File: src/rtl/fir_pkg.sv
// Shared types and defaults for the FIR sample-writer slice: state encoding,
// parameter defaults and the per-frame sample counter width.
package fir_pkg;

    localparam int DATA_W_DEF     = 16;
    localparam int FRAME_LEN_DEF  = 64;
    localparam int BUF_DEPTH_DEF  = 4;
    localparam int GAP_CYCLES_DEF = 2;
    localparam int FRAME_CNT_W    = 16;

    typedef enum logic [1:0] {
        IDLE  = 2'd0,
        BURST = 2'd1,
        GAP   = 2'd2,
        PAD   = 2'd3
    } state_t;

    // One extra bit so the counter can represent FRAME_LEN itself.
    function automatic int cntWidth(input int frameLen);
        return $clog2(frameLen) + 1;
    endfunction

endpackage

File: src/rtl/sync_fifo_small.sv
// Small single-clock FIFO with full/empty flags; a push into a full FIFO is
// accepted when a pop happens in the same cycle.
module sync_fifo_small #(
    parameter int WIDTH = 16,
    parameter int DEPTH = 4
) (
    input  logic             clk_i,
    input  logic             rst_i,
    input  logic             push_i,
    input  logic             pop_i,
    input  logic [WIDTH-1:0] wdata_i,
    output logic [WIDTH-1:0] head_o,
    output logic             full_o,
    output logic             empty_o
);

    localparam int AW = $clog2(DEPTH);

    logic [WIDTH-1:0] mem [DEPTH];
    logic [AW-1:0]    wrPtr_q;
    logic [AW-1:0]    rdPtr_q;
    logic [AW:0]      count_q;
    logic             doPush;
    logic             doPop;

    assign full_o  = (count_q == (AW+1)'(DEPTH));
    assign empty_o = (count_q == '0);
    assign doPop   = pop_i && !empty_o;
    assign doPush  = push_i && (!full_o || doPop);
    assign head_o  = mem[rdPtr_q];

    always_ff @(posedge clk_i) begin
        if (doPush) begin
            mem[wrPtr_q] <= wdata_i;
        end
    end

    always_ff @(posedge clk_i or posedge rst_i) begin
        if (rst_i) begin
            wrPtr_q <= '0;
            rdPtr_q <= '0;
            count_q <= '0;
        end else begin
            if (doPush) begin
                wrPtr_q <= wrPtr_q + AW'(1);
            end
            if (doPop) begin
                rdPtr_q <= rdPtr_q + AW'(1);
            end
            case ({doPush, doPop})
                2'b10:   count_q <= count_q + (AW+1)'(1);
                2'b01:   count_q <= count_q - (AW+1)'(1);
                default: count_q <= count_q;
            endcase
        end
    end

endmodule

File: src/rtl/fir_frame_writer.sv
// Buffers upstream samples and writes them to the FIR core in frames of FRAME_LEN.
// Optional zero-padding on flush is built when FIR_WRITER_ZERO_PAD_EN is defined.
module fir_frame_writer
    import fir_pkg::*;
#(
    parameter int DATA_W     = DATA_W_DEF,
    parameter int FRAME_LEN  = FRAME_LEN_DEF,
    parameter int BUF_DEPTH  = BUF_DEPTH_DEF,
    parameter int GAP_CYCLES = GAP_CYCLES_DEF
) (
    input  logic                   clk1,
    input  logic                   rst,
    input  logic [DATA_W-1:0]      s_data,
    input  logic                   s_valid,
    output logic                   s_ready,
    input  logic                   able2write,
    input  logic                   flush,
    output logic [DATA_W-1:0]      data_out,
    output logic                   write_ctrl,
    output logic                   frame_done,
    output logic [FRAME_CNT_W-1:0] frame_count,
    output logic                   busy
);

    localparam int CntW = cntWidth(FRAME_LEN);
    localparam int GapW = $clog2(GAP_CYCLES + 1);
    localparam logic [CntW-1:0] LastIdx = CntW'(FRAME_LEN - 1);
    localparam logic [GapW-1:0] LastGap = GapW'(GAP_CYCLES - 1);

    state_t                 state_q, stateD;
    logic [CntW-1:0]        sampleCnt_q, sampleCntD;
    logic [GapW-1:0]        gapCnt_q, gapCntD;
    logic [DATA_W-1:0]      dataOut_q, dataD;
    logic                   write_q, writeD;
    logic                   donePend_q, donePendD;
    logic                   frameDone_q;
    logic [FRAME_CNT_W-1:0] frameCount_q;
    logic                   ready_q;

    logic                   fifoPush;
    logic                   fifoPop;
    logic                   fifoFull;
    logic                   fifoEmpty;
    logic [DATA_W-1:0]      fifoHead;

    // ready_q keeps s_ready low while reset is held and for no longer.
    assign s_ready  = ready_q && !fifoFull;
    assign fifoPush = s_valid && s_ready;

    sync_fifo_small #(
        .WIDTH (DATA_W),
        .DEPTH (BUF_DEPTH)
    ) u_fifo (
        .clk_i   (clk1),
        .rst_i   (rst),
        .push_i  (fifoPush),
        .pop_i   (fifoPop),
        .wdata_i (s_data),
        .head_o  (fifoHead),
        .full_o  (fifoFull),
        .empty_o (fifoEmpty)
    );

`ifndef FIR_WRITER_ZERO_PAD_EN
    logic unusedFlush;
    assign unusedFlush = flush;
`endif

    always_comb begin
        stateD     = state_q;
        sampleCntD = sampleCnt_q;
        gapCntD    = gapCnt_q;
        dataD      = dataOut_q;
        writeD     = 1'b0;
        donePendD  = 1'b0;
        fifoPop    = 1'b0;
        case (state_q)
            IDLE: begin
                if (!fifoEmpty && able2write) begin
                    stateD = BURST;
                end
            end
            BURST: begin
`ifdef FIR_WRITER_ZERO_PAD_EN
                if (flush && (sampleCnt_q != '0)) begin
                    stateD = PAD;
                end else
`endif
                if (able2write && !fifoEmpty) begin
                    fifoPop = 1'b1;
                    writeD  = 1'b1;
                    dataD   = fifoHead;
                end
            end
            GAP: begin
                if (gapCnt_q == LastGap) begin
                    stateD = IDLE;
                end else begin
                    gapCntD = gapCnt_q + GapW'(1);
                end
            end
`ifdef FIR_WRITER_ZERO_PAD_EN
            PAD: begin
                if (able2write) begin
                    writeD = 1'b1;
                    dataD  = '0;
                end
            end
`endif
            default: stateD = IDLE;
        endcase
        // Frame accounting is shared by FIFO writes and zero-pad writes.
        if (writeD) begin
            if (sampleCnt_q == LastIdx) begin
                sampleCntD = '0;
                gapCntD    = '0;
                stateD     = GAP;
                donePendD  = 1'b1;
            end else begin
                sampleCntD = sampleCnt_q + CntW'(1);
            end
        end
    end

    always_ff @(posedge clk1 or posedge rst) begin
        if (rst) begin
            state_q      <= IDLE;
            sampleCnt_q  <= '0;
            gapCnt_q     <= '0;
            dataOut_q    <= '0;
            write_q      <= 1'b0;
            donePend_q   <= 1'b0;
            frameDone_q  <= 1'b0;
            frameCount_q <= '0;
            ready_q      <= 1'b0;
        end else begin
            state_q     <= stateD;
            sampleCnt_q <= sampleCntD;
            gapCnt_q    <= gapCntD;
            dataOut_q   <= dataD;
            write_q     <= writeD;
            donePend_q  <= donePendD;
            frameDone_q <= donePend_q;
            ready_q     <= 1'b1;
            if (donePend_q) begin
                frameCount_q <= frameCount_q + FRAME_CNT_W'(1);
            end
        end
    end

    assign data_out    = dataOut_q;
    assign write_ctrl  = write_q;
    assign frame_done  = frameDone_q;
    assign frame_count = frameCount_q;
    assign busy        = (state_q != IDLE);

endmodule

File: config.mk
export PLATFORM = sky130hd
export DESIGN_NAME = fir_frame_writer
export DESIGN_NICKNAME = d
export VERILOG_FILES = /design/src/rtl/fir_pkg.sv /design/src/rtl/sync_fifo_small.sv /design/src/rtl/fir_frame_writer.sv
export SDC_FILE = /design/constraint.sdc
export NUM_CORES = 1
export LEC_CHECK = 0
export BUFFER_PORTS_ARGS = -buffer_cell sky130_fd_sc_hd__buf_4
export CAP_MARGIN = 5
export CORE_MARGIN = 4
export CORE_UTILIZATION = 32
export CTS_CLUSTER_SIZE = 14
export DETAILED_ROUTE_END_ITERATION = 8
export PLACE_DENSITY_LB_ADDON = 0.12
export SLEW_MARGIN = 20
export SYNTH_ARGS = -nofsm -noshare
export SYNTH_HDL_FRONTEND = slang
export SYNTH_SLANG_ARGS = --single-unit
File: constraint.sdc
create_clock -name clk1 -period 5.7 [get_ports clk1]
set_clock_uncertainty 0.05 [all_clocks]
set_input_delay 0.855 -clock clk1 [delete_from_list [all_inputs] [get_ports clk1]]
set_output_delay 0.855 -clock clk1 [all_outputs]
set_load 0.05 [all_outputs]
# Word level (Yosys, flattened, before mapping)
# Memories as Yosys holds them, arrays and structs flattened. A register that Yosys moved wholly into a read port is not among the register bits.
# Cells that the tools add are included.
# word_totals
reg_bits	38
ramBits	64
out_inout_bits	36
word_cells	56
mem_count	1
# op_classes
add_sub_neg	7
eq_ne	7
mux	17
n_reduce_logical	13
# memory_table
memory	depth	width	rd	rd_ports_with_merged_regs	wr	line	text
u_fifo.mem	4	16	1	1	1	sync_fifo_small.sv:19	logic [WIDTH-1:0] mem [DEPTH];
# op_table
cell	n
$add 16x1->16 const B	1
$mux 2	8
$add 7x1->7 const B	1
$eq 7x6->1 const B	1
$mux 7	1
$add 2x1->2 const B	3
$eq 2x1->1 const B	3
$mux 1	6
$pmux 2 s3	1
$pmux 3 s2	1
$logic_and 1x1->1	5
$eq 2x2->1 const B	2
$reduce_bool 2->1	2
$add 3x1->3 const B	1
$eq 3x3->1 const B	1
$logic_not 3->1	1
$sub 3x1->3 const B	1
$logic_not 1->1	2
$logic_not 2->1	1
$reduce_and 2->1	1
$logic_or 1x1->1	1

# Logic depth before layout (Yosys ltp)
# Gate-level depths: netlist of run 1.
# depth
word_depth	10
ltp_mapped	10

# By module
# A second synthesis of run 1 with hierarchy kept.
# hier_totals
hier_cells	308
area_unflattened_um2	4653.2
# by_module_without_submodules
mod	n_inst	cells_per_inst	area_per_inst_um2	seq_area_each_um2
sync_fifo_small	1	123	2745.1	2097.0
fir_frame_writer	1	185	1908.1	1176.1

# Worst setup path before layout of run 1
# No wires, ideal clock.
# synth_timing
path_kind	reg2reg
startpoint	register u_fifo.count_q[0]
endpoint	register u_fifo.count_q[2]
setup_time_ns	0.125
arrival_time_ns	2.559
required_ns	5.525
slack_ns	2.966
path_stages_with_launch	11
n_path_buf	0
period_less_slack_ns	2.734
path_cell_list	dfrtp_1 -> inv_1 -> a31oi_1 -> and2_4 -> inv_1 -> ha_1 -> inv_1 -> fa_1 -> xor2_1 -> nor2_1 -> xor2_1
# synth_between
elab_cells_between_ends	18
# synth_rtl
element	line	text
from (decl)	sync_fifo_small.sv:22	logic [AW:0] count_q;
from (signal assigned)	sync_fifo_small.sv:51	2'b10: count_q <= count_q + (AW+1)'(1);
from (signal assigned)	sync_fifo_small.sv:52	2'b01: count_q <= count_q - (AW+1)'(1);
from (signal assigned)	sync_fifo_small.sv:53	default: count_q <= count_q;
$eq 3x3->1 (*)	sync_fifo_small.sv:26	assign full_o = (count_q == (AW+1)'(DEPTH));
$logic_not 1->1 (*)	fir_frame_writer.sv:47	assign s_ready = ready_q && !fifoFull;
$logic_and 1x1->1 (*)	fir_frame_writer.sv:47	
net s_ready	fir_frame_writer.sv:15	output logic s_ready,
$logic_and 1x1->1 (*)	fir_frame_writer.sv:48	assign fifoPush = s_valid && s_ready;
$logic_and 1x1->1 (*)	sync_fifo_small.sv:29	assign doPush = push_i && (!full_o || doPop);
$eq 2x1->1 or $eq 2x2->1 (tied branches)	sync_fifo_small.sv:50	case ({doPush, doPop})
$pmux 3 s2 or $reduce_bool 2->1 (tied branches)	-	
# The timed path passes the listed nets; every way through them passes the cells marked *.
# A chain may end at the register's enable or synchronous reset.

# Worst setup path in the final report of run 1
# layout_timing
startpoint	input able2write
endpoint	register u_fifo.count_q[2]
# layout_between
elab_chain_cells	8
elab_cells_between_ends	10
# layout_lines
element	line	text
from (decl)	fir_frame_writer.sv:16	input logic able2write,
$logic_and 1x1->1 (*)	fir_frame_writer.sv:89	if (able2write && !fifoEmpty) begin
$mux 1 (*)	fir_frame_writer.sv:89	
$mux 1 (*)	fir_frame_writer.sv:77	case (state_q)
$logic_and 1x1->1 (*)	sync_fifo_small.sv:28	assign doPop = pop_i && !empty_o;
$logic_or 1x1->1	sync_fifo_small.sv:29	
$logic_and 1x1->1	sync_fifo_small.sv:29	
$eq 2x1->1 or $eq 2x2->1 (tied branches)	sync_fifo_small.sv:50	
$pmux 3 s2 or $reduce_bool 2->1 (tied branches)	-	
# Mark *: on every way between the ends. The rest lies on a longest branch, timed or not.

==> results of run 1 <==
## registers in the layout (all words and copies together), names as in the netlist
signal and flops:
u_fifo.mem 64, u_fifo.wrPtr_q 2, write_ctrl 1, data_out 16, u_fifo.rdPtr_q 2, u_fifo.count_q 3
sampleCnt_q 7, frame_done 1, frame_count 16, state_q 2, donePend_q 1, gapCnt_q 2
ready_q 1
## logic make-up (layout without fill, tap and decap cells)
logic type      Yosys count  in the layout
other cells               1              1
buf+inv                  20             99
xor+xnor                 23             23
flops                   118            118
simple gates            102            102
fa+ha+maj                 8              8
mux                      20             20
compound gates           10             10
## worst max-delay path by stage
stage                                  startpoint  slack [ps]                             to  cells past startpoint
floorplan           u_fifo.count_q[0]$_DFFE_PP0P_        2970  u_fifo.count_q[2]$_DFFE_PP0P_                     10
global placement                       able2write        2540  u_fifo.count_q[2]$_DFFE_PP0P_                     10
detailed placement                     able2write        2480  u_fifo.count_q[2]$_DFFE_PP0P_                     10
CTS                                    able2write        2930  u_fifo.count_q[2]$_DFFE_PP0P_                     10
global route                           able2write        2760  u_fifo.count_q[2]$_DFFE_PP0P_                     10
finish                                 able2write        2990  u_fifo.count_q[2]$_DFFE_PP0P_                     10
## metal layers
| metal | track usage | up-vias |
|---|---|---|
| met5 | 0 | - |
| met4 | 0.05559 | 0 |
| met3 | 0.04040 | 10 |
| met2 | 0.1851 | 54 |
| met1 | 0.1387 | 1279 |
| li1 | - | 1223 |
## worst max-delay path, delay by kind of cell
kind | cells | cell delay [ps]
adders and majority gates | 2 | 630
buffers and inverters | 3 | 600
AOI/OAI and AO/OA | 1 | 190
and+or+nand+nor | 2 | 410
xor gates and xnor gates | 2 | 290
## power by group
part / internal (W) / switching, W
logic: 0.000298 / 0.000465
clock network: 0.000752 / 0.000362
registers: 0.00107 / 0.000146
total: 0.00212 / 0.000972
## final cells by class
type | instances | area share
Multi-Input combinational cell | 164 | 0.2256
Tap cell | 184 | 0.03890
Timing Repair Buffer | 56 | 0.07104
Clock buffer | 23 | 0.07907
Sequential cell | 118 | 0.5531
Inverter | 11 | 0.006977
Clock inverter | 9 | 0.02537
## per-stage QoR
step                worst slack, ps  utilization  power (W)  instances  area [µm²]
floorplan                      2966            -   0.001790        302        4716
global placement               2537       0.3661   0.002006        533        5300
detailed placement             2482       0.3661   0.002021        533        5300
CTS                            2933       0.4087   0.003144        565        5918
global route                   2761       0.4087   0.003262        565        5918
finish                         2988       0.4087   0.003095        565        5918
## cells in the mapped netlist
master     n  share of area
a21o_1     1         0.0016
nand2_1   59          0.047
a21oi_1    1         0.0011
mux2i_1    1         0.0021
fa_1       1         0.0042
o21ai_0    1         0.0011
edfxtp_1  64           0.41
dfrtp_1   54           0.29
nand2b_1   1         0.0013
and2_4     1         0.0019
and3_1    11          0.015
nand4_1    3         0.0040
a31oi_1    2         0.0027
nand3_1    9         0.0096
xor2_1     7          0.013
xnor2_1   16          0.030
buf_6      3         0.0072
and4b_1    1         0.0021
nand3b_4   1         0.0042
conb_1     1        0.00080
nor2b_1    2         0.0027
nor3_1     2         0.0021
inv_1     10         0.0080
a22o_1     2         0.0037
or3_1      2         0.0027
o31a_1     1         0.0019
and4_1     2         0.0037
o21bai_1   1         0.0016
mux2_1     1         0.0024
or2_2      1         0.0013
inv_2      1        0.00080
mux2_2     2         0.0048
o31a_2     1         0.0021
buf_4      1         0.0016
nor2_1     7         0.0056
buf_2      5         0.0053
mux4_1    16          0.089
ha_1       7          0.019
==> metrics.yaml, run 1 <==
synth_area_um2: 4716
initial_core_util: 0.3257
numClockSinks: 118
post_cts_buffers: 0
grt-ovfl-total: 0
rsz0062_at_grt: "no"
hold_depth: 1
dr.first_iter.drc_count: 151
worstMarginPinSlew_ps: 1043
dieArea_um2: 16740
nets: 397
rows: 44
grt_pass1_wl_mm: 14.07
vdd_drop_max_uv: 210.6
clk_pin_slew_worst_paths_ps: 50
post-route-drc-count: 0
synth_area_per_cell_um2: 15.62
synth_xor_area_frac: 0.04272
antenna_found_initial: 0
worst_hold_path_type: "reg2reg"
crit_path_top_delay_cell: "inv_2"
wirelength_mm: 8.799
max_slew_margin: 0.3048
critPathMaxFanout: 27
layout_commonest_cell: "edfxtp_1"
crit_arrival_ps: 2990
clk_path_buf_depth: 2
setup_violations: 0
wl_met2_mm: 4.459
gp_congestion: 0.7047
antenna_cells: 0
ant_nets: 0
p_leak_nw: 2.547
synth-compound-area-share: 0.01565
cts_buffers: 17
final.setup.tns_ps: 0
ys_seq_area_frac: 0.6941
cts_tree: "yes"
clk_latency_ps: 410
core_area_um2: 14480
max_cap_viol_count: 0
min_period_ps: 2712
min-delay-start: "frame_count[15]$_DFFE_PP0P_"
cts_max_level: 4
layout-drive-gt1-share: 0.2415
grt_max_degree: 55
grt_usage: 0.1152
syn-num-nets: 331
num_vias: 2566
rr_worst_depth: 9
synth_top_family_by_area: "simple AND/OR/NAND/NOR gates"
vias_per_cell: 4.542
port_buffers: 55
status: "completed"
hold_viol_final: 0
synth_simple_gate_area_share: 0.1027
wire_per_inst_um: 15.57
first_pass_iters: 4
fmax_mhz: 368.7
clockRootBuffer: "clkbuf_16"
syn_inst: 302
synth-seq-cells: 118
end_kind: "flip-flop"
dp_hpwl_mm: 5.310
pwr_density_cell_nw_per_um2: 522.9
holdWs_ps: 418.7
worstHoldEndpoint: "frame_count[15]$_DFFE_PP0P_"
crit_top_cell: "xor2_1"
r2r-start: "u_fifo.count_q[2]$_DFFE_PP0P_"
topRoutingLayerUsed: "met4"
cp.required_ps: 5980
mostFrequentLayoutCells: "edfxtp_1, nand2_1, buf_4"
critPathKind: "in2reg"
syn_to_final_growth_pct: 25.50
critPathLaunchType: "primary input"
ctsResizeCount: 0
crit_path_cell_trace: "buf_4, o31a_2, nand3b_4, inv_2, ha_1, inv_1, fa_1, xor2_1, nor2_1, xor2_1"
ff2ff_setup_slack_ps: 3110
cts_hold_buf: 0
slew_violations: 0
synth_fa_ha_area_frac: 0.02282
grt_pass1_vias: 2669
fillCellCount: 1345
wl_met1_mm: 3.814
die_x_um: 129.4
multi_input_area_um2: 1335
die_h_um: 129.4
muxShareOfSynthArea: 0.09843
fin_crit_sh: 0.4758
reg2reg_to: "u_fifo.count_q[2]$_DFFE_PP0P_"
cpPeakStageDelay_ps: 460
route.met3.wl_um: 408
ioPinCount: 57
seqCellArea_um2: 3273
yosys_warnings: 0
synth_cell_types: 38
No activity file was read; power rests on OpenSTA's default activity.
==> inputs of run 2 (changes only) <==
clock period = 2.3 ns   (was 5.7 ns; I/O delays follow)
==> run 2 against run 1 <==
Combinational power increased to 2.8 times the previous value. Clock power is 130% higher. Setup slack worse by 2700 ps. Highest routed layer unchanged. Critical path depth stayed put. Critical path type is now reg2reg. Global-route usage increased by 0.25 points. Critical endpoint unchanged.
==> metrics.yaml, run 2 (synthesis results as in run 1) <==
status: "completed"  # unchanged
layout_commonest_cell: "edfxtp_1"  # unchanged
cts_max_level: 4  # unchanged
ioPinCount: 57  # unchanged
rsz0062_at_grt: "no"  # unchanged
largest_register_ffs: 64  # unchanged
min_period_ps: 2060
antenna_cells: 0  # unchanged
use_met3: 0.03627  # was 0.04040
use_met1: 0.1402  # was 0.1387
r2r-start: "u_fifo.count_q[0]$_DFFE_PP0P_"  # was u_fifo.count_q[2]$_DFFE_PP0P_
grt_pass1_wl_mm: 14.57  # was 14.07 mm
mostFrequentLayoutCells: "edfxtp_1, buf_4, nand2_1"  # was edfxtp_1, nand2_1, buf_4
critPathKind: "reg2reg"  # was in2reg
final.setup.tns_ps: 0  # unchanged
clk_pin_slew_worst_paths_ps: 60  # was 50 ps
post_cts_buffers: 0  # unchanged
wirelength_mm: 8.860  # was 8.799 mm
clk_path_buf_depth: 2  # unchanged
grt_max_degree: 32  # was 55
end_kind: "flip-flop"  # unchanged
critPathMaxFanout: 6  # was 27
crit_path_end: "u_fifo.count_q[2]$_DFFE_PP0P_"  # unchanged
die_h_um: 129.4  # unchanged
cpPeakStageDelay_ps: 410  # was 460 ps
worstMarginPinSlew_ps: 570.1  # was 1043 ps
regMostFlops: "u_fifo.mem"  # unchanged
crit_arrival_ps: 2340  # was 2990 ps
wire_per_inst_um: 15.44  # was 15.57 µm
startpoint: "u_fifo.count_q[0]$_DFFE_PP0P_"  # was able2write
initial_core_util: 0.3257  # unchanged
grt_usage: 0.1177  # was 0.1152
core_area_um2: 14480  # unchanged
vdd_drop_max_uv: 650.1  # was 210.6 µV
worst_hold_path_type: "in2reg"  # was reg2reg
rows: 44  # unchanged
post-place-cells: 541  # was 533
p_leak_nw: 2.573  # was 2.547 nW
ant_nets: 0  # unchanged
max_slew_margin: 0.6194  # was 0.3048
num_vias: 2614  # was 2566
syn_to_final_growth_pct: 26.80  # was 25.50%
ff2ff_setup_slack_ps: 240  # was 3110 ps
critPathLaunchType: "flip-flop"  # was primary input
fillCellCount: 1350  # was 1345
dp_hpwl_mm: 5.701  # was 5.310 mm
numClockSinks: 118  # unchanged
cp.required_ps: 2580  # was 5980 ps
post-route-drc-count: 0  # unchanged
layout-drive-gt1-share: 0.2692  # was 0.2415
crit_path_cell_trace: "inv_1, a31oi_4, and2_4, inv_1, ha_1, inv_1, fa_1, xor2_1, nor2_1, xor2_1"  # was buf_4, o31a_2, nand3b_4, inv_2, ha_1, inv_1, fa_1, xor2_1, nor2_1, xor2_1
grt-ovfl-total: 0  # unchanged
grt_pass1_vias: 2742  # was 2669
crit_top_cell: "inv_1"  # was xor2_1
grt.met2_usage: 0.1924  # was 0.1851
dr.first_iter.drc_count: 138  # was 151
clk_latency_ps: 410  # about the same
nets: 406  # was 397
crit_path_top_delay_cell: "dfrtp_1"  # was inv_2
instances_no_fill: 574  # was 565
cts_buffers: 17  # unchanged
clockRootBuffer: "clkbuf_16"  # unchanged
port_buffers: 55  # unchanged
rr_worst_depth: 10  # was 9
cts_tree: "yes"  # unchanged
die_x_um: 129.4  # unchanged
fmax_mhz: 485.4
setup_violations: 0  # unchanged
vias_per_cell: 4.554  # was 4.542
antenna_found_initial: 0  # unchanged
slew_violations: 0  # unchanged
hold_viol_final: 0  # unchanged
dieArea_um2: 16740  # unchanged
grt-busiest-layer: "met2"  # unchanged
reg2reg_to: "u_fifo.count_q[2]$_DFFE_PP0P_"  # unchanged
gp_congestion: 0.7057  # was 0.7047
max_cap_viol_count: 0  # unchanged
fin_crit_sh: 0.8958
ctsResizeCount: 0  # unchanged
first_pass_iters: 4  # unchanged
pwr_density_cell_nw_per_um2: 1258  # was 522.9 nW/µm²
## run 2: cell count changes in the layout (fill, tap and decap cells not counted)
cell           delta
a31oi_1           -1
a31oi_4           +1
buf_12            +2
buf_4             +6
bufinv_16         -3
clkbuf_1          -4
clkbuf_8          -2
clkinv_2          -2
clkinv_4          +3
clkinvlp_4        +2
dlygate4sd3_1     +1
inv_6             +6
## run 2: what timing repair did
action | CTS | global route
setup endpoints to repair | 0 | 0
hold buffers | 1 | 0
hold endpoints to repair | 23 | 0
## run 2: layout make-up
cell class,instances,area (µm²),share of cell area
inverters,11,41.29,0.006905
clock inverters,15,143.9,0.02406
multi-input cells,164,1350,0.2258
repair buffers,65,515.5,0.08621
clock buffers,17,425.4,0.07114
well taps,184,230.2,0.03850
flip-flops and latches,118,3273,0.5474
## run 2: worst min-delay path by stage
stage | from | to | cells after the start
floorplan | donePend_q$_DFF_PP0_ | frame_done$_DFF_PP0_ | 0
global placement | rst | data_out[10]$_DFFE_PP0N_ | 2
detailed placement | rst | data_out[10]$_DFFE_PP0N_ | 2
CTS | s_data[11] | u_fifo.mem[3][11]$_DFFE_PP_ | 1
global route | s_data[11] | u_fifo.mem[0][11]$_DFFE_PP_ | 1
finish | s_data[11] | u_fifo.mem[3][11]$_DFFE_PP_ | 1
## run 2: report_power, final
group          total (W)  switching, W  leakage (nW)  internal (W)
Sequential       0.00291      0.000259          1.26       0.00266
Clock            0.00250      0.000991         0.268       0.00150
Combinational    0.00211       0.00130          1.05      0.000819
## run 2: worst max-delay path, delay by kind of cell (launching register included)
kind | cells | cell delay [ps]
fa+ha+maj | 2 | 530
compound gates | 1 | 140
buf+inv | 3 | 260
simple gates | 2 | 310
flops | 1 | 410
xor+xnor | 2 | 290
## run 2: metal layers
layer / vias to the layer above / share of wire
li1: 1253 / -
met1: 1296 / 0.44
met2: 51 / 0.50
met3: 14 / 0.037
met4: 0 / 0.019
met5: - / 0
## run 2: through the flow
stage	setup slack [ps]	instance area, µm²	hold slack, ps	total power [W]	utilization
2_1_floorplan	195.7	4731	391.8	0.004454	-
3_3_place_gp	273.5	5400	388.1	0.005088	0.3730
3_5_place_dp	263.4	5400	393.1	0.005121	0.3730
4_1_cts	233.8	5979	61.66	0.007653	0.4130
5_1_grt	77.48	5979	57.73	0.007948	0.4130
6_report	239.7	5979	80.96	0.007525	0.4130
